### config.mk
export PLATFORM = sky130hd
export DESIGN_NAME = bits_imem_responder
export DESIGN_NICKNAME = d
export VERILOG_FILES = /design/src/rtl/bits_imem_pkg.sv /design/src/rtl/bits_imem_packer.sv /design/src/rtl/bits_imem_responder.sv
export SDC_FILE = /design/constraint.sdc
export NUM_CORES = 1
export LEC_CHECK = 0
export BUFFER_PORTS_ARGS = -buffer_cell sky130_fd_sc_hd__buf_4
export CAP_MARGIN = 20
export CORE_ASPECT_RATIO = 1.1
export CORE_UTILIZATION = 35
export CTS_CLUSTER_DIAMETER = 50
export DETAILED_ROUTE_END_ITERATION = 12
export PLACE_DENSITY_LB_ADDON = 0.25
export SLEW_MARGIN = 20
export SYNTH_ARGS = -nofsm -noshare
export SYNTH_HDL_FRONTEND = slang
export SYNTH_SLANG_ARGS = --single-unit
### constraint.sdc
create_clock -name clk -period 14.33 [get_ports clk]
set_clock_uncertainty 0.15 [all_clocks]
set_input_delay 2.1495 -clock clk [delete_from_list [all_inputs] [get_ports clk]]
set_output_delay 2.1495 -clock clk [all_outputs]
set_load 0.05 [all_outputs]
### src/rtl/bits_imem_pkg.sv
// Shared types and helpers for the BITS instruction-memory responder.
package bits_imem_pkg;

    typedef enum logic [1:0] {
        StIdle = 2'd0,
        StRead = 2'd1,
        StLast = 2'd2,
        StAck  = 2'd3
    } state_e;

    localparam int unsigned BYTES_PER_WORD = 16;
    localparam int unsigned BYTES_PER_BEAT = 4;

    // MSB-first mask with the top n of 16 bits set.
    function automatic logic [15:0] valid_mask(input logic [4:0] n);
        logic [15:0] m;
        m = '0;
        for (int i = 0; i < int'(BYTES_PER_WORD); i++) begin
            if (5'(i) < n) m[15-i] = 1'b1;
        end
        return m;
    endfunction

    // Number of 4-byte SRAM beats needed to cover n bytes.
    function automatic logic [2:0] beats(input logic [4:0] n);
        logic [5:0] t;
        t = {1'b0, n} + 6'(BYTES_PER_BEAT - 1);
        return t[4:2];
    endfunction

endpackage

### src/rtl/bits_imem_packer.sv
// Places successive 32-bit SRAM beats into 128-bit lanes, MSB-first, and masks
// off byte lanes beyond the transaction length.
module bits_imem_packer
    import bits_imem_pkg::*;
(
    input  logic         clk,
    input  logic         reset,
    input  logic         clear_i,
    input  logic         beat_valid_i,
    input  logic [31:0]  rdata_i,
    input  logic [4:0]   n_i,
    output logic [127:0] word_o
);

    logic [127:0] acc_q, acc_d;
    logic [127:0] placed;
    logic [127:0] byte_mask;
    logic [15:0]  mask;
    logic [3:0]   sel_q, sel_d;

    // Steer the current beat into the lane selected by the one-hot beat index.
    always_comb begin
        placed = '0;
        for (int i = 0; i < 4; i++) begin
            if (sel_q[3-i]) placed[127-32*i -: 32] = rdata_i;
        end
    end

    // Accumulate beats; clear wins so a fresh transaction never inherits stale lanes.
    always_comb begin
        acc_d = acc_q;
        sel_d = sel_q;
        if (clear_i) begin
            acc_d = '0;
            sel_d = 4'b1000;
        end else if (beat_valid_i) begin
            acc_d = acc_q | placed;
            sel_d = sel_q >> 1;
        end
    end

    // Expand the byte mask and merge the in-flight final beat into the output.
    always_comb begin
        mask = valid_mask(n_i);
        byte_mask = '0;
        for (int b = 0; b < 16; b++) begin
            byte_mask[8*b +: 8] = {8{mask[b]}};
        end
        word_o = (acc_q | (beat_valid_i ? placed : 128'd0)) & byte_mask;
    end

    // Accumulator and beat-index registers.
    always_ff @(posedge clk or posedge reset) begin
        if (reset) begin
            acc_q <= '0;
            sel_q <= 4'b1000;
        end else begin
            acc_q <= acc_d;
            sel_q <= sel_d;
        end
    end

endmodule

### src/rtl/bits_imem_responder.sv
// Responder for the BITS core instruction-fetch handshake. Reads 32-bit SRAM
// beats, packs them into 128-bit words and acks one word per request.
// Optional macro BITS_IMEM_PREFETCH_EN adds a one-word prefetch holding buffer.
module bits_imem_responder
    import bits_imem_pkg::*;
#(
    parameter int unsigned ADDR_W = 14,
    parameter int unsigned MEM_DW = 32
) (
    input  logic              clk,
    input  logic              reset,
    input  logic              start,
    input  logic [15:0]       expectedBytes,
    input  logic              mem_req_b,
    output logic              mem_ack_b,
    output logic [127:0]      instruction_word,
    output logic [15:0]       instruction_byte_valid,
    output logic              done_reading_memory,
    output logic              imem_ceb,
    output logic [ADDR_W-1:0] imem_addr,
    input  logic [MEM_DW-1:0] imem_rdata
);

    state_e             state_q, state_d;
    logic [15:0]        total_q, total_d, sent_q, sent_d;
    logic [ADDR_W-1:0]  wptr_q, wptr_d, addr_q, addr_d;
    logic [2:0]         left_q, left_d;
    logic [4:0]         n_q, n_d;
    logic               ceb_q, ceb_d, ack_b_q, ack_b_d, done_q, done_d;
    logic               rvalid_q, rvalid_d;
    logic [127:0]       word_q, word_d;
    logic [15:0]        valid_q, valid_d;

    logic [15:0]        rem, sent_sum;
    logic [4:0]         n_next;
    logic [2:0]         k_next;
    logic               launch, pk_clear;
    logic [127:0]       pk_word;

`ifdef BITS_IMEM_PREFETCH_EN
    logic [127:0]       buf_word_q, buf_word_d;
    logic [15:0]        buf_mask_q, buf_mask_d;
    logic               buf_full_q, buf_full_d;
`endif

    bits_imem_packer u_packer (
        .clk          (clk),
        .reset        (reset),
        .clear_i      (pk_clear),
        .beat_valid_i (rvalid_q),
        .rdata_i      (imem_rdata),
        .n_i          (n_q),
        .word_o       (pk_word)
    );

    // Next-state logic: start overrides everything, otherwise walk IDLE/READ/LAST/ACK.
    always_comb begin
        state_d  = state_q;
        total_d  = total_q;
        sent_d   = sent_q;
        wptr_d   = wptr_q;
        addr_d   = addr_q;
        left_d   = left_q;
        n_d      = n_q;
        ceb_d    = ceb_q;
        ack_b_d  = 1'b1;
        word_d   = word_q;
        valid_d  = valid_q;
        done_d   = done_q;
        rvalid_d = ~ceb_q;
        pk_clear = 1'b0;
        launch   = 1'b0;
        rem      = total_q - sent_q;
        n_next   = (rem > 16'd16) ? 5'd16 : rem[4:0];
        k_next   = beats(n_next);
        sent_sum = sent_q + 16'(n_q);
`ifdef BITS_IMEM_PREFETCH_EN
        buf_word_d = buf_word_q;
        buf_mask_d = buf_mask_q;
        buf_full_d = buf_full_q;
`endif
        if (start) begin
            state_d = StIdle;
            ceb_d   = 1'b1;
            total_d = expectedBytes;
            sent_d  = '0;
            wptr_d  = '0;
            done_d  = (expectedBytes == 16'd0);
`ifdef BITS_IMEM_PREFETCH_EN
            buf_full_d = 1'b0;
`endif
        end else begin
            unique case (state_q)
                StIdle: begin
`ifdef BITS_IMEM_PREFETCH_EN
                    if (buf_full_q) begin
                        if (!mem_req_b) begin
                            ack_b_d    = 1'b0;
                            word_d     = buf_word_q;
                            valid_d    = buf_mask_q;
                            buf_full_d = 1'b0;
                            if (sent_q == total_q) done_d = 1'b1;
                            state_d    = StAck;
                        end
                    end else if (rem != 16'd0 || !mem_req_b) begin
                        // Refill whenever bytes remain; zero-length only on demand.
                        launch = 1'b1;
                    end
`else
                    launch = ~mem_req_b;
`endif
                    if (launch) begin
                        pk_clear = 1'b1;
                        n_d      = n_next;
                        addr_d   = wptr_q;
                        wptr_d   = wptr_q + ADDR_W'(k_next);
                        left_d   = k_next - 3'd1;
                        if (k_next == 3'd0) begin
                            // Nothing left: go through LAST so the empty ack keeps k+2 timing.
                            state_d = StLast;
                        end else begin
                            ceb_d   = 1'b0;
                            state_d = StRead;
                        end
                    end
                end
                StRead: begin
                    if (left_q == 3'd0) begin
                        ceb_d   = 1'b1;
                        state_d = StLast;
                    end else begin
                        addr_d = addr_q + ADDR_W'(1);
                        left_d = left_q - 3'd1;
                    end
                end
                StLast: begin
                    sent_d = sent_sum;
`ifdef BITS_IMEM_PREFETCH_EN
                    if (!mem_req_b || n_q == 5'd0) begin
`endif
                        ack_b_d = 1'b0;
                        word_d  = pk_word;
                        valid_d = valid_mask(n_q);
                        if (sent_sum == total_q) done_d = 1'b1;
                        state_d = StAck;
`ifdef BITS_IMEM_PREFETCH_EN
                    end else begin
                        buf_word_d = pk_word;
                        buf_mask_d = valid_mask(n_q);
                        buf_full_d = 1'b1;
                        state_d    = StIdle;
                    end
`endif
                end
                StAck: begin
                    state_d = StIdle;
                end
                default: begin
                    state_d = StIdle;
                end
            endcase
        end
    end

    // State, counter and registered-output flops.
    always_ff @(posedge clk or posedge reset) begin
        if (reset) begin
            state_q  <= StIdle;
            total_q  <= '0;
            sent_q   <= '0;
            wptr_q   <= '0;
            addr_q   <= '0;
            left_q   <= '0;
            n_q      <= '0;
            ceb_q    <= 1'b1;
            ack_b_q  <= 1'b1;
            word_q   <= '0;
            valid_q  <= '0;
            done_q   <= 1'b0;
            rvalid_q <= 1'b0;
        end else begin
            state_q  <= state_d;
            total_q  <= total_d;
            sent_q   <= sent_d;
            wptr_q   <= wptr_d;
            addr_q   <= addr_d;
            left_q   <= left_d;
            n_q      <= n_d;
            ceb_q    <= ceb_d;
            ack_b_q  <= ack_b_d;
            word_q   <= word_d;
            valid_q  <= valid_d;
            done_q   <= done_d;
            rvalid_q <= rvalid_d;
        end
    end

`ifdef BITS_IMEM_PREFETCH_EN
    // Prefetch holding buffer.
    always_ff @(posedge clk or posedge reset) begin
        if (reset) begin
            buf_word_q <= '0;
            buf_mask_q <= '0;
            buf_full_q <= 1'b0;
        end else begin
            buf_word_q <= buf_word_d;
            buf_mask_q <= buf_mask_d;
            buf_full_q <= buf_full_d;
        end
    end
`endif

    assign mem_ack_b              = ack_b_q;
    assign instruction_word       = word_q;
    assign instruction_byte_valid = valid_q;
    assign done_reading_memory    = done_q;
    assign imem_ceb               = ceb_q;
    assign imem_addr              = addr_q;

endmodule

Word level (Yosys, flattened, before mapping)

Cells that the tools add are included.

Bits in registers: 350
Bits of input ports: 52
Output and inout bits: 161
Logic and storage cells: 127

Add/sub/neg operators: 7
$lt $le $gt $ge: 17
Equality and inequality tests: 10
Muxes and demuxes: 55
Bitwise operators: 6
Reductions and logical operators: 17

Operator list:

| cell                                                                             | count |
|---|---|
| 128-bit two-way mux                                                              | 3 |
| 128-bit OR                                                                       | 2 |
| 128-bit bitwise AND                                                              | 1 |
| 32-bit two-way mux                                                               | 4 |
| 14-bit two-way mux                                                               | 5 |
| 4-bit by 5-bit less-than comparator with 1-bit output, first input constant      | 8 |
| 16-bit two-way mux                                                               | 2 |
| 1-bit two-way mux                                                                | 28 |
| 14-bit case mux with 2 select lines                                              | 1 |
| 3-bit by 5-bit less-than comparator with 1-bit output, first input constant      | 4 |
| 16-bit by 5-bit adder with 16-bit output                                         | 1 |
| 16-bit == test                                                                   | 1 |
| 16-bit by 5-bit greater-than comparator with 1-bit output, second input constant | 1 |
| 16-bit zero test                                                                 | 1 |
| 16-bit subtractor                                                                | 1 |
| 14-bit by 1-bit adder with 14-bit output, second input constant                  | 1 |
| 14-bit by 3-bit adder with 14-bit output                                         | 1 |
| 1-bit by 5-bit less-than comparator with 1-bit output, first input constant      | 2 |
| 2-bit by 5-bit less-than comparator with 1-bit output, first input constant      | 2 |
| 2-bit nonzero test                                                               | 5 |
| 3-bit inequality test, second input constant                                     | 3 |
| 2-bit two-way mux                                                                | 4 |
| 4-bit two-way mux                                                                | 2 |
| 2-bit case mux with 4 select lines                                               | 1 |
| other kinds (16)                                                                 | 28 |

Logic depth before layout (Yosys ltp)

Gate-level depths: netlist of run 1.

Word-level depth: 9
Gate-level depth with buffers: 21
Mapped depth without buffers: 20

By module

From an unflattened synthesis of run 1, not the netlist that was laid out.

Cells, all modules: 1,782
Area, all modules: 16,209.3 um^2

Modules (own cells, without submodules):

| module              | instances | cells each | area an instance (um^2) | seq. area each (um^2) |
|---|---|---|---|---|
| bits_imem_responder | 1         | 1,184      | 10,468.8                | 5,457.7 |
| bits_imem_packer    | 1         | 598        | 5,740.5                 | 3,304.4 |

Worst setup path after synthesis of run 1

Ideal clock, no wire load.

Kind: reg2reg
Start: register sent_q[6]
End: register wptr_q[13]
Setup time: 132 ps
Data arrival time: 4,068 ps
Data required time: 14,048 ps
Path slack: 9,981 ps
Cell stages (with the launch flop): 21
Buffers on the path: 2
Period minus slack after synthesis: 4,349 ps
Cell sequence: dfrtp_1 > inv_1 > ha_1 > buf_6 > a2111o_1 > o21ai_1 > o21ai_2 > mux2_1 > o311ai_1 > or4_4 > buf_6 > or2_4 > nor2b_1 > ha_1 > a21o_1 > a21oi_1 > nor2_1 > and2_1 > nand4_1 > xor2_1 > nor2_1

Word-level cells in the longest chain between the ends: 8

RTL lines:

| element                                                   | RTL line                   | RTL |
|---|---|---|
| from (decl)                                               | bits_imem_responder.sv:25  | `logic [15:0] total_q, total_d, sent_q, sent_d;` |
| from (signal assigned)                                    | bits_imem_responder.sv:184 | `sent_q <= sent_d;` |
| 16-bit subtractor                                         | bits_imem_responder.sv:73  | `rem = total_q - sent_q;` |
| 16-bit by 5-bit greater-than comparator with 1-bit output | bits_imem_responder.sv:74  | `n_next = (rem > 16'd16) ? 5'd16 : rem[4:0];` |
| 5-bit two-way mux                                         | bits_imem_responder.sv:74  |  |
| 5-bit by 2-bit adder with 5-bit output                    | bits_imem_pkg.sv:27        | `t = {1'b0, n} + 6'(BYTES_PER_BEAT - 1);` |
| 14-bit by 3-bit adder with 14-bit output                  | bits_imem_responder.sv:116 | `wptr_d = wptr_q + ADDR_W'(k_next);` |
| 14-bit two-way mux                                        | bits_imem_responder.sv:112 | `if (launch) begin` |
| 14-bit two-way mux                                        | bits_imem_responder.sv:93  | `unique case (state_q)` |
| 14-bit two-way mux                                        | bits_imem_responder.sv:82  | `if (start) begin` |
| to (signal assigned)                                      | bits_imem_responder.sv:185 | `wptr_q <= wptr_d;` |
| to (decl)                                                 | bits_imem_responder.sv:26  | `logic [ADDR_W-1:0] wptr_q, wptr_d, addr_q, addr_d;` |

No other way between the ends. The select of a mux whose other input is x is not followed.
A chain may end at the register's enable or synchronous reset.

Worst setup path in the final report of run 1

Start: register total_q[0]
End: register wptr_q[6]

Word-level cells in the longest chain between the ends: 8

RTL lines:

| element                                                   | RTL line                   | RTL |
|---|---|---|
| from (decl)                                               | bits_imem_responder.sv:25  |  |
| from (signal assigned)                                    | bits_imem_responder.sv:183 | `total_q <= total_d;` |
| 16-bit subtractor *                                       | bits_imem_responder.sv:73  |  |
| 16-bit by 5-bit greater-than comparator with 1-bit output | bits_imem_responder.sv:74  |  |
| 5-bit two-way mux *                                       | bits_imem_responder.sv:74  |  |
| 5-bit by 2-bit adder with 5-bit output *                  | bits_imem_pkg.sv:27        |  |
| 14-bit by 3-bit adder with 14-bit output *                | bits_imem_responder.sv:116 |  |
| 14-bit two-way mux *                                      | bits_imem_responder.sv:112 |  |
| 14-bit two-way mux *                                      | bits_imem_responder.sv:93  |  |
| 14-bit two-way mux *                                      | bits_imem_responder.sv:82  |  |

Every way passes the cells marked *; elsewhere a longest branch is shown, timed or not. The select of a mux whose other input is x is not followed.

==> key figures, run 1 <==
Global route
  – Global route total overflow: 0
  – Initial antenna violation count: 2
  – Largest net degree at the start of global routing: roughly 120
  – First-pass GRT wire length: 64.1 mm
  – GRT Util Overall: 18.9%
  – Vias in the first global route: roughly 11000

CTS
  – Sink Count: 350
  – Postcts setup bufs: 0
  – Clock-pin slew on the worst setup and hold paths: around 0.060 ns
  – TritonCTS Buffers: 40
  – CTS tree: yes
  – CTS resizes: 0
  – Clock Tree Root: clkbuf_16
  – CTS Buffer Depth: 3
  – H-tree level count: 2
  – Hold_buf cts: 0
  – Worst skew pair latency: approximately 0.55 ns

Floorplan
  – Initial core utilization: between 30 and 40%
  – Boundary Pins: 213
  – Die Area: ~43000 µm²
  – Die Height: around 220 µm
  – Die width: around 200 µm
  – Rows: 78
  – Core area: 41600 µm²

Synth
  – Post-Syn Instances: ~1500
  – Synth Cell Area: roughly 15000 µm²
  – FF+latch count, synth: 350
  – Avg Cell Area, Syn: 9.82 µm²
  – Number of synthesized flops with an enable pin: 0
  – Asr flop ratio synth: 100%
  – Synth unique cells: 65
  – Syn_nets: about 1600
  – Seq/Total Area, Yosys: around 59%
  – Main flop type after synthesis: dfrtp_1
  – Ys Warns: 0

STA
  – Final Cycle Share: 33.6%
  – Max-slew violations: 0
  – Final setup margin: approximately 9.5 ns
  – Hold Slack: 0.322 ns
  – RSZ-0062 raised after global routing: no
  – Slew margin rel.: between 20 and 30%
  – # setup viols final: 0
  – Tmin final: between 4 and 5 ns
  – Final hold violation count: 0
  – Max Fclk: approximately 0.21 GHz
  – Setup TNS: 0 ns
  – Worst Tran Pin Value: 1.06 ns

Route
  – Vias: between 10000 and 15000
  – DR WL/cell: roughly 18 µm
  – Initial DRC count: ~640
  – Drc violations: 0
  – Antenna-violating nets left: 0
  – DRT Wirelength: between 40 and 50 mm
  – First-pass DRT Iterations: 5
  – Drt via density: about 5.1

Place
  – Port Buffers: between 200 and 250
  – DP HPWL: between 20 and 30 mm
  – Dpl cell area: approximately 17000 µm²
  – GP Congestion: about 0.83
  – Worst slack, placed: ~9 ns
  – Inst Count DP: 2229

Setup path
  – CP endpoint kind: flop
  – Critical Path Start Type: flop
  – Critical Path RT: 14.65 ns
  – Worst-path fanout max: 11
  – Setup Crit Path Kind: flop to flop
  – Crit path DAT: between 5 and 6 ns

Final layout
  – Antenna diodes: 0
  – Layout Nets: between 1500 and 2000
  – FILL cells: roughly 4000
  – Layout cell share with drive strength beyond 1: roughly a fifth
  – Most frequent cells in the layout: dfrtp_1, nand2_1, buf_4
  – P&R area growth vs syn: 23.5%
  – Commonest non-fill, non-tap cell in the layout: dfrtp_1
  – Final Cell Area: ~18000 µm²
  – Finished Layout Cells: between 2000 and 2500

Power
  – Leak: 8.69 nW
  – Power Dens Cells: 231 nW/µm²
  – Seq pwr share: a little over a third
  – Peak VDD IR: about 120 µV
  – Gate power share: roughly two fifths
  – Clock Power Share: roughly a quarter
  – NetSw: approximately 1.8 mW
  – Switch share: 42.6%
  – Cell-internal power: approximately 2.4 mW

Outcome
  – Outcome: completed

Worst hold path
  – Hold Crit Class: flop to flop

Job
  – Max-cap violations: 0
-- sequential cells by signal, indices dropped and copies added (netlist names), 3 cells and up --
| name | flops |
|---|---|
| imem_addr | 14 |
| n_q | 5 |
| instruction_word | 128 |
| wptr_q | 14 |
| total_q | 16 |
| left_q | 3 |
| sent_q | 16 |
| u_packer.sel_q | 4 |
| instruction_byte_valid | 16 |
| u_packer.acc_q | 128 |
-- power by group through the flow --
stage / Combinational, mW / Clock [mW] / Sequential (mW)
floorplan: 0.571 / 0 / 2.11
global placement: 1.67 / 0 / 1.54
detailed placement: 1.69 / 0 / 1.54
CTS: 1.69 / 1.07 / 1.53
global route: 1.81 / 1.11 / 1.56
finish: 1.68 / 1.04 / 1.53
-- through the flow --
step / total power, mW / utilization [%]
3_3_place_gp: 3.20 / 40.9
2_1_floorplan: 2.68 / -
4_1_cts: 4.29 / 44.2
3_5_place_dp: 3.23 / 40.9
5_1_grt: 4.49 / 44.3
6_report: 4.24 / 44.3
-- cell usage after synthesis (8+ instances only) --
| cell type | number | share of area [%] |
|---|---|---|
| buf_1 | 11 | 0.28 |
| nor2b_1 | 9 | 0.38 |
| ha_1 | 28 | 2.4 |
| and3_1 | 9 | 0.38 |
| nor2_1 | 202 | 5.1 |
| o21ai_1 | 10 | 0.34 |
| o21ai_0 | 170 | 5.7 |
| o22ai_1 | 8 | 0.34 |
| inv_1 | 35 | 0.88 |
| a21oi_1 | 181 | 6.1 |
| mux2_2 | 13 | 0.98 |
| nand2_1 | 222 | 5.6 |
| dfrtp_1 | 347 | 58 |
| a21o_1 | 8 | 0.40 |
| mux2i_1 | 8 | 0.54 |
| clkbuf_1 | 57 | 1.4 |
| xnor2_1 | 32 | 1.9 |
| nor3_1 | 10 | 0.34 |
| and2_1 | 8 | 0.34 |
| xor2_1 | 13 | 0.76 |
| nor4_1 | 11 | 0.46 |
| nand4_1 | 10 | 0.42 |
| nand3_1 | 15 | 0.50 |
-- path summary, 6_finish.rpt --
path                                      startpoint                   endpoint  slack, ns  cells past startpoint
min in group asynchronous                      reset      instruction_word[102]       1.54                      2
max reg2reg                               total_q[0]                  wptr_q[6]       9.52                     18
max                                       total_q[0]                  wptr_q[6]       9.52                     18
max in group asynchronous                      reset               imem_addr[9]      10.54                      4
min                        instruction_byte_valid[7]  instruction_byte_valid[7]       0.32                      2
min reg2reg                instruction_byte_valid[7]  instruction_byte_valid[7]       0.32                      2
-- final cells by class --
| cell class | count | area [µm²] | share of cell area (%) |
|---|---|---|---|
| tap | 560 | 701 | 3.81 |
| inverter | 36 | 145 | 0.789 |
| clock inverter | 12 | 169 | 0.918 |
| multi-input combinational | 1059 | 5730 | 31.1 |
| clock buffer | 60 | 1190 | 6.45 |
| timing repair buffer | 225 | 1710 | 9.29 |
| sequential | 350 | 8760 | 47.6 |
-- critical path, cell delays in order, from the launching register on --
cell and delay [ns]:
dfrtp_1 0.35, inv_1 0.08, ha_1 0.23, fa_1 0.40, nor2b_1 0.16, o31a_1 0.18, o21a_1 0.14, o22ai_1 0.08
a2111oi_0 0.40, nand4_1 0.15, or4_4 0.59, or2_4 0.32, nor2_1 0.12, ha_1 0.19, fa_1 0.22, a21o_1 0.13
nand3_1 0.25, or3_1 0.44, a21oi_1 0.15
-- routing by layer --
metal  share of wire (%)  vias to the layer above  GRT usage, %  wire length (µm)
met5               0.079                        -             0                32
met4                 2.2                        4          6.08               899
met3                 6.0                       60          3.67              2450
met2                  48                      276          30.5             19300
met1                  44                     5873          25.4             17900
li1                    -                     5583             -                 -
-- cell families (layout without fill, tap and decap cells) --
family	after synthesis	after routing	synth area share [%]
AND/OR/NAND/NOR	522	522	14.8
AO/OA/AOI/OAI	437	437	16.3
flip-flops	350	350	58.8
buffers and inverters	109	333	2.95
XOR/XNOR	46	46	2.75
adder cells (fa/ha/maj)	31	31	2.75
multiplexers	23	23	1.67
No activity file was read; power rests on OpenSTA's default activity.
==> run 2, diff against run 1 <==
==> constraint.sdc (replaced) <==
create_clock -name clk -period 4.63 [get_ports clk]
set_clock_uncertainty 0.15 [all_clocks]
set_input_delay 0.6945 -clock clk [delete_from_list [all_inputs] [get_ports clk]]
set_output_delay 0.6945 -clock clk [all_outputs]
set_load 0.05 [all_outputs]
==> key figures, run 2 (synthesized netlist as in run 1, its figures left out) <==
Power
  – Peak VDD IR: ~440 µV
  – Switch share: between 40 and 50%
  – Seq pwr share: 35.1%
  – Gate power share: slightly below 40%
  – Power Dens Cells: between 700 and 800 nW/µm²
  – Cell-internal power: roughly 8 mW
  – NetSw: roughly 5.7 mW
  – Clock Power Share: a little over a quarter
  – Leak: between 8 and 9 nW

Final layout
  – Layout Nets: about 1800
  – Commonest non-fill, non-tap cell in the layout: dfrtp_1
  – FILL cells: about 4100
  – P&R area growth vs syn: 25.7%
  – Layout cell share with drive strength beyond 1: 20.5%
  – Final Cell Area: approximately 19000 µm²
  – Most frequent cells in the layout: dfrtp_1, buf_4, nand2_1

CTS
  – Clock Tree Root: clkbuf_16
  – H-tree level count: 2
  – TritonCTS Buffers: 43
  – Worst skew pair latency: approximately 0.56 ns
  – CTS Buffer Depth: 3
  – Clock-pin slew on the worst setup and hold paths: ~0.06 ns
  – Sink Count: 350
  – CTS tree: yes

Floorplan
  – Boundary Pins: 213
  – Initial core utilization: ~36%
  – Die Height: between 200 and 250 µm
  – Core area: roughly 42000 µm²
  – Die width: ~200 µm
  – Rows: a little under 80
  – Die Area: roughly 43000 µm²

Global route
  – Met1 usage: ~27%
  – Global route total overflow: 0
  – GRT busiest layer: met2
  – Largest net degree at the start of global routing: 134
  – Met2 GRT Util: between 30% and 40%
  – First-pass GRT wire length: roughly 66 mm
  – Vias in the first global route: between 10000 and 15000
  – GRT Util Overall: between 15 and 20%
  – Global routing usage on met3: between 3 and 4%
  – Initial antenna violation count: 2

Setup path
  – Worst flop-to-flop path startpoint: total_q[2]
  – Critical Path Start Type: flop
  – Setup Crit Path Kind: flop to flop
  – Slowest CP cell: or4_4
  – CP endpoint kind: flop
  – Worst-path fanout max: 8
  – CP peak stage delay: roughly 0.46 ns
  – Critical Path RT: ~5.0 ns
  – Worst Setup SP: total_q[2]
  – Crit path DAT: between 4 and 5 ns
  – CP Cell Sequence: ha_1 > nor2b_2 > o31a_1 > o31a_1 > a211oi_1 > o311ai_1 > or4_4 > or2_4 > nor2_1 > ha_1 > fa_1 > a21o_1 > nand3_4 > or3_1 > a21oi_1

Route
  – Initial DRC count: between 600 and 700
  – Drt via density: roughly 5.1
  – DR WL/cell: 17.9 µm
  – Vias: between 10000 and 15000
  – DRT Wirelength: 41.6 mm
  – First-pass DRT Iterations: 5
  – Drc violations: 0
  – Antenna-violating nets left: 0

STA
  – Hold Slack: between 0.09 and 0.1 ns
  – Setup TNS: 0 ns
  – Tmin final: 4.32 ns
  – Worst Tran Pin Value: 1.06 ns
  – RSZ-0062 raised after global routing: no
  – Slew margin rel.: 28.9%
  – Max Fclk: roughly 0.23 GHz
  – Max-slew violations: 0
  – # setup viols final: 0
  – Final Cycle Share: between 90% and 100%
  – Final hold violation count: 0

Place
  – Dpl cell area: approximately 17000 µm²
  – DP HPWL: 28.1 mm
  – GP Congestion: ~0.82
  – Port Buffers: 212

Worst hold path
  – Hold Crit Class: input pin to asynchronous set/reset pin

Outcome
  – Outcome: completed

Job
  – Max-cap violations: 0
==> run 2: cell types whose count changed in the layout (fill, tap and decap cells not counted), moves of 2 or more <==
cell / before / now
clkinv_2: 2 / 7
clkbuf_8: 11 / 9
clkbuf_16: 40 / 44
clkinvlp_4: 0 / 4
buf_4: 222 / 238
clkinv_4: 3 / 1
nor2b_2: 0 / 2
buf_12: 1 / 3
bufinv_16: 3 / 5
nor2b_1: 9 / 7
clkbuf_1: 9 / 4
buf_6: 2 / 0
==> run 2: worst paths after layout <==
check	slack, ns	end	depth (start not counted)
worst max-delay path	0.31	wptr_q[10]	15
worst min-delay path	0.1	instruction_word[38]	2
worst max register to register	0.31	wptr_q[10]	15
worst min register to register	0.32	u_packer.acc_q[40]	2
max in group asynchronous	3.09	instruction_word[115]	3
min in group clk	0.22	total_q[6]	3
==> run 2: cell type report <==
type	instances	area [µm²]	share of cell area (%)
flip-flops and latches	350	8760	46.8
multi-input cells	1059	5770	30.8
diodes	1	2.50	0.0134
repair buffers	241	1850	9.86
clock inverters	20	262	1.40
well taps	560	701	3.74
clock buffers	57	1240	6.62
inverters	36	141	0.755
==> run 2: stage by stage <==
stage                     std cells  setup slack (ns)  total power, mW  util, %
after floorplan                1518            -0.898             8.29        -
after global placement         2246             0.215             9.96     41.3
after detailed placement       2246             0.159             10.0     41.3
after CTS                      2323             0.149             13.6     44.9
after global routing           2324            0.0378             14.3     45.0
final                          2324             0.307             13.5     45.0
==> run 2: critical path, delay by kind of cell, from the launching register on <==
kind,cells,cell delay [ns]
AO/OA/AOI/OAI,6,1.42
AND/OR/NAND/NOR,6,1.52
adder cells (fa/ha/maj),3,0.77
flip-flops,1,0.40
==> run 2: timing repair <==
action	CTS	global route
setup endpoints to repair	0	9
hold buffers	0	0
buffers inserted	0	0
gates resized for setup	0	11
==> run 2: power by group through the flow <==
stage | logic [mW] | registers (mW) | clock network, mW
global route | 5.71 | 4.85 | 3.71
global placement | 5.21 | 4.75 | 0
CTS | 5.28 | 4.73 | 3.60
detailed placement | 5.27 | 4.78 | 0
finish | 5.25 | 4.73 | 3.50
floorplan | 1.77 | 6.52 | 0
==> run 2: metal layers <==
layer / share of wire, % / routed length (µm) / vias to the layer above
li1: - / - / 5617
met1: 45 / 18700 / 5912
met2: 47 / 19500 / 313
met3: 5.7 / 2390 / 71
met4: 2.4 / 1000 / 2
met5: 0.026 / 11 / -
==> run 3, diff against run 2 <==
--- a/config.mk
+++ b/config.mk
@@ -8,6 +8,7 @@
 export BUFFER_PORTS_ARGS = -buffer_cell sky130_fd_sc_hd__buf_4
 export CAP_MARGIN = 20
 export CORE_ASPECT_RATIO = 1.1
+export CORE_MARGIN = 2
 export CORE_UTILIZATION = 35
 export CTS_CLUSTER_DIAMETER = 50
 export DETAILED_ROUTE_END_ITERATION = 12
==> key figures, run 3 (synthesized netlist as in run 1, its figures left out) <==
Outcome
  – Outcome: completed

Floorplan
  – Boundary Pins: 213
  – Initial core utilization: 35.3%
  – Rows: between 70 and 80
  – Die Area: ~44000 µm²
  – Core area: roughly 42000 µm²
  – Die Height: 220 µm
  – Die width: 201 µm

STA
  – Max Fclk: 0.223 GHz
  – RSZ-0062 raised after global routing: yes
  – Max-slew violations: 0
  – Worst Tran Pin Value: a little under 1 ns
  – # setup viols final: 0
  – Final Cycle Share: 96.8%
  – Slew margin rel.: about 34%
  – Hold Slack: approximately 0.22 ns
  – Tmin final: about 4.5 ns
  – Final hold violation count: 0

Global route
  – First-pass GRT wire length: approximately 67 mm
  – Global route total overflow: 0
  – Met2 GRT Util: between 30% and 40%
  – Initial antenna violation count: 0
  – Vias in the first global route: roughly 12000
  – GRT busiest layer: met2
  – Global routing usage on met3: under 10%
  – GRT Util Overall: about a fifth
  – Largest net degree at the start of global routing: 105
  – Met1 usage: about a quarter

Setup path
  – Crit path capture: wptr_q[6]
  – Slowest CP cell: or4_4
  – CP peak stage delay: around 0.47 ns
  – CP Cell Sequence: inv_1 > ha_2 > fa_2 > nor2b_2 > o31a_1 > o31a_1 > buf_4 > a211oi_2 > o311ai_1 > or4_4 > or2_4 > nor2_1 > ha_2 > fa_2 > a21o_1 > nand3_4 > or3_4 > a21oi_2
  – Worst flop-to-flop path startpoint: total_q[0]
  – Cell depth of the worst setup path: 18
  – CP endpoint kind: flop
  – CP Buf/Inv Count: 2
  – CP delay by family, top: simple AND/OR/NAND/NOR gates
  – Setup Crit Path Kind: flop to flop
  – Critical Path RT: 4.96 ns
  – Critical Path Start Type: flop
  – R2R Setup Slk: 0.15 ns
  – Reg2reg end: wptr_q[6]
  – R2R cell count: 18
  – Crit path DAT: about 4.8 ns
  – Worst Setup SP: total_q[0]
  – Worst-path fanout max: 8

Route
  – DRT Wirelength: ~42 mm
  – Initial DRC count: 700
  – DR WL/cell: ~18 µm
  – Antenna-violating nets left: 0
  – Drc violations: 0
  – Drt via density: a little over 5
  – Vias: about 12000
  – First-pass DRT Iterations: 5

Place
  – GP Congestion: slightly below 0.9
  – Port Buffers: around 210
  – DP HPWL: 27.5 mm

CTS
  – CTS tree: yes
  – Clock-pin slew on the worst setup and hold paths: 0.06 ns
  – TritonCTS Buffers: 43
  – Worst skew pair latency: roughly 0.55 ns
  – CTS Buffer Depth: 3
  – Sink Count: between 300 and 400
  – H-tree level count: 2
  – Clock Tree Root: clkbuf_16

Final layout
  – Layout cell share with drive strength beyond 1: between 20 and 25%
  – Layout Nets: 1816
  – Antenna diodes: 0
  – Most frequent cells in the layout: dfrtp_1, buf_4, nand2_1
  – Core Util, Final: 44.5%
  – P&R area growth vs syn: 26.1%
  – Commonest non-fill, non-tap cell in the layout: dfrtp_1

Power
  – Power Dens Cells: 716 nW/µm²
  – Leak: a little under 9 nW
  – Peak VDD IR: 334 µV

Worst hold path
  – Worst Hold Depth: 3
  – Hold Crit Class: input pin to flop

Job
  – Max-cap violations: 0
-- run 3: worst min path at each step --
stage | startpoint | endpoint | slack [ns]
4_1_cts | expectedBytes[6] | total_q[6] | 0.18
5_1_grt | expectedBytes[13] | total_q[13] | 0.21
3_3_place_gp | u_packer.acc_q[47] | u_packer.acc_q[47] | 0.31
3_5_place_dp | u_packer.acc_q[8] | u_packer.acc_q[8] | 0.31
6_report | expectedBytes[6] | total_q[6] | 0.22
2_1_floorplan | u_packer.acc_q[127] | u_packer.acc_q[127] | 0.30
-- run 3: timing repair --
item / in CTS / in global routing
gates resized for setup: 0 / 21
hold buffers: 0 / 1
endpoints found under the setup margin: 0 / 11
setup buffers: 0 / 1
endpoints found under the hold margin: 0 / 13
-- run 3: cell type report --
| class | instances | area, µm² |
|---|---|---|
| Clock buffer | 65 | 1290 |
| Clock inverter | 13 | 205 |
| Fill cell | 4095 | 23400 |
| Inverter | 36 | 141 |
| Multi-Input combinational cell | 1059 | 5810 |
| Sequential cell | 350 | 8760 |
| Tap cell | 567 | 709 |
| Timing Repair Buffer | 243 | 1880 |
-- run 3: layer usage --
layer	vias to the layer above	share of wire (%)
li1	5626	-
met1	5795	46
met2	316	47
met3	67	4.8
met4	0	1.9
met5	-	0
-- run 3: worst min-delay path: cells and delay by family --
kind,cells,cell delay [ns]
simple gates,1,0.04
compound gates,1,0.06
buf+inv,1,0.09
-- run 3: where the power goes --
group	switching, mW	internal [mW]
Sequential	0.609	4.11
Combinational	3.74	1.52
Clock	1.31	2.16
-- run 3: metrics by stage --
stage / setup TNS (ns) / setup slack (ns) / instance area, µm² / power, mW / std cells
floorplan: -311.77 / -0.898 / 14900 / 8.29 / 1518
detailed placement: 0 / 0.0525 / 17200 / 10.0 / 2252
global route: -0.272 / -0.0994 / 18800 / 14.2 / 2333
finish: 0 / 0.149 / 18800 / 13.5 / 2333
global placement: 0 / 0.132 / 17200 / 9.95 / 2251
CTS: 0 / 0.0351 / 18700 / 13.6 / 2330
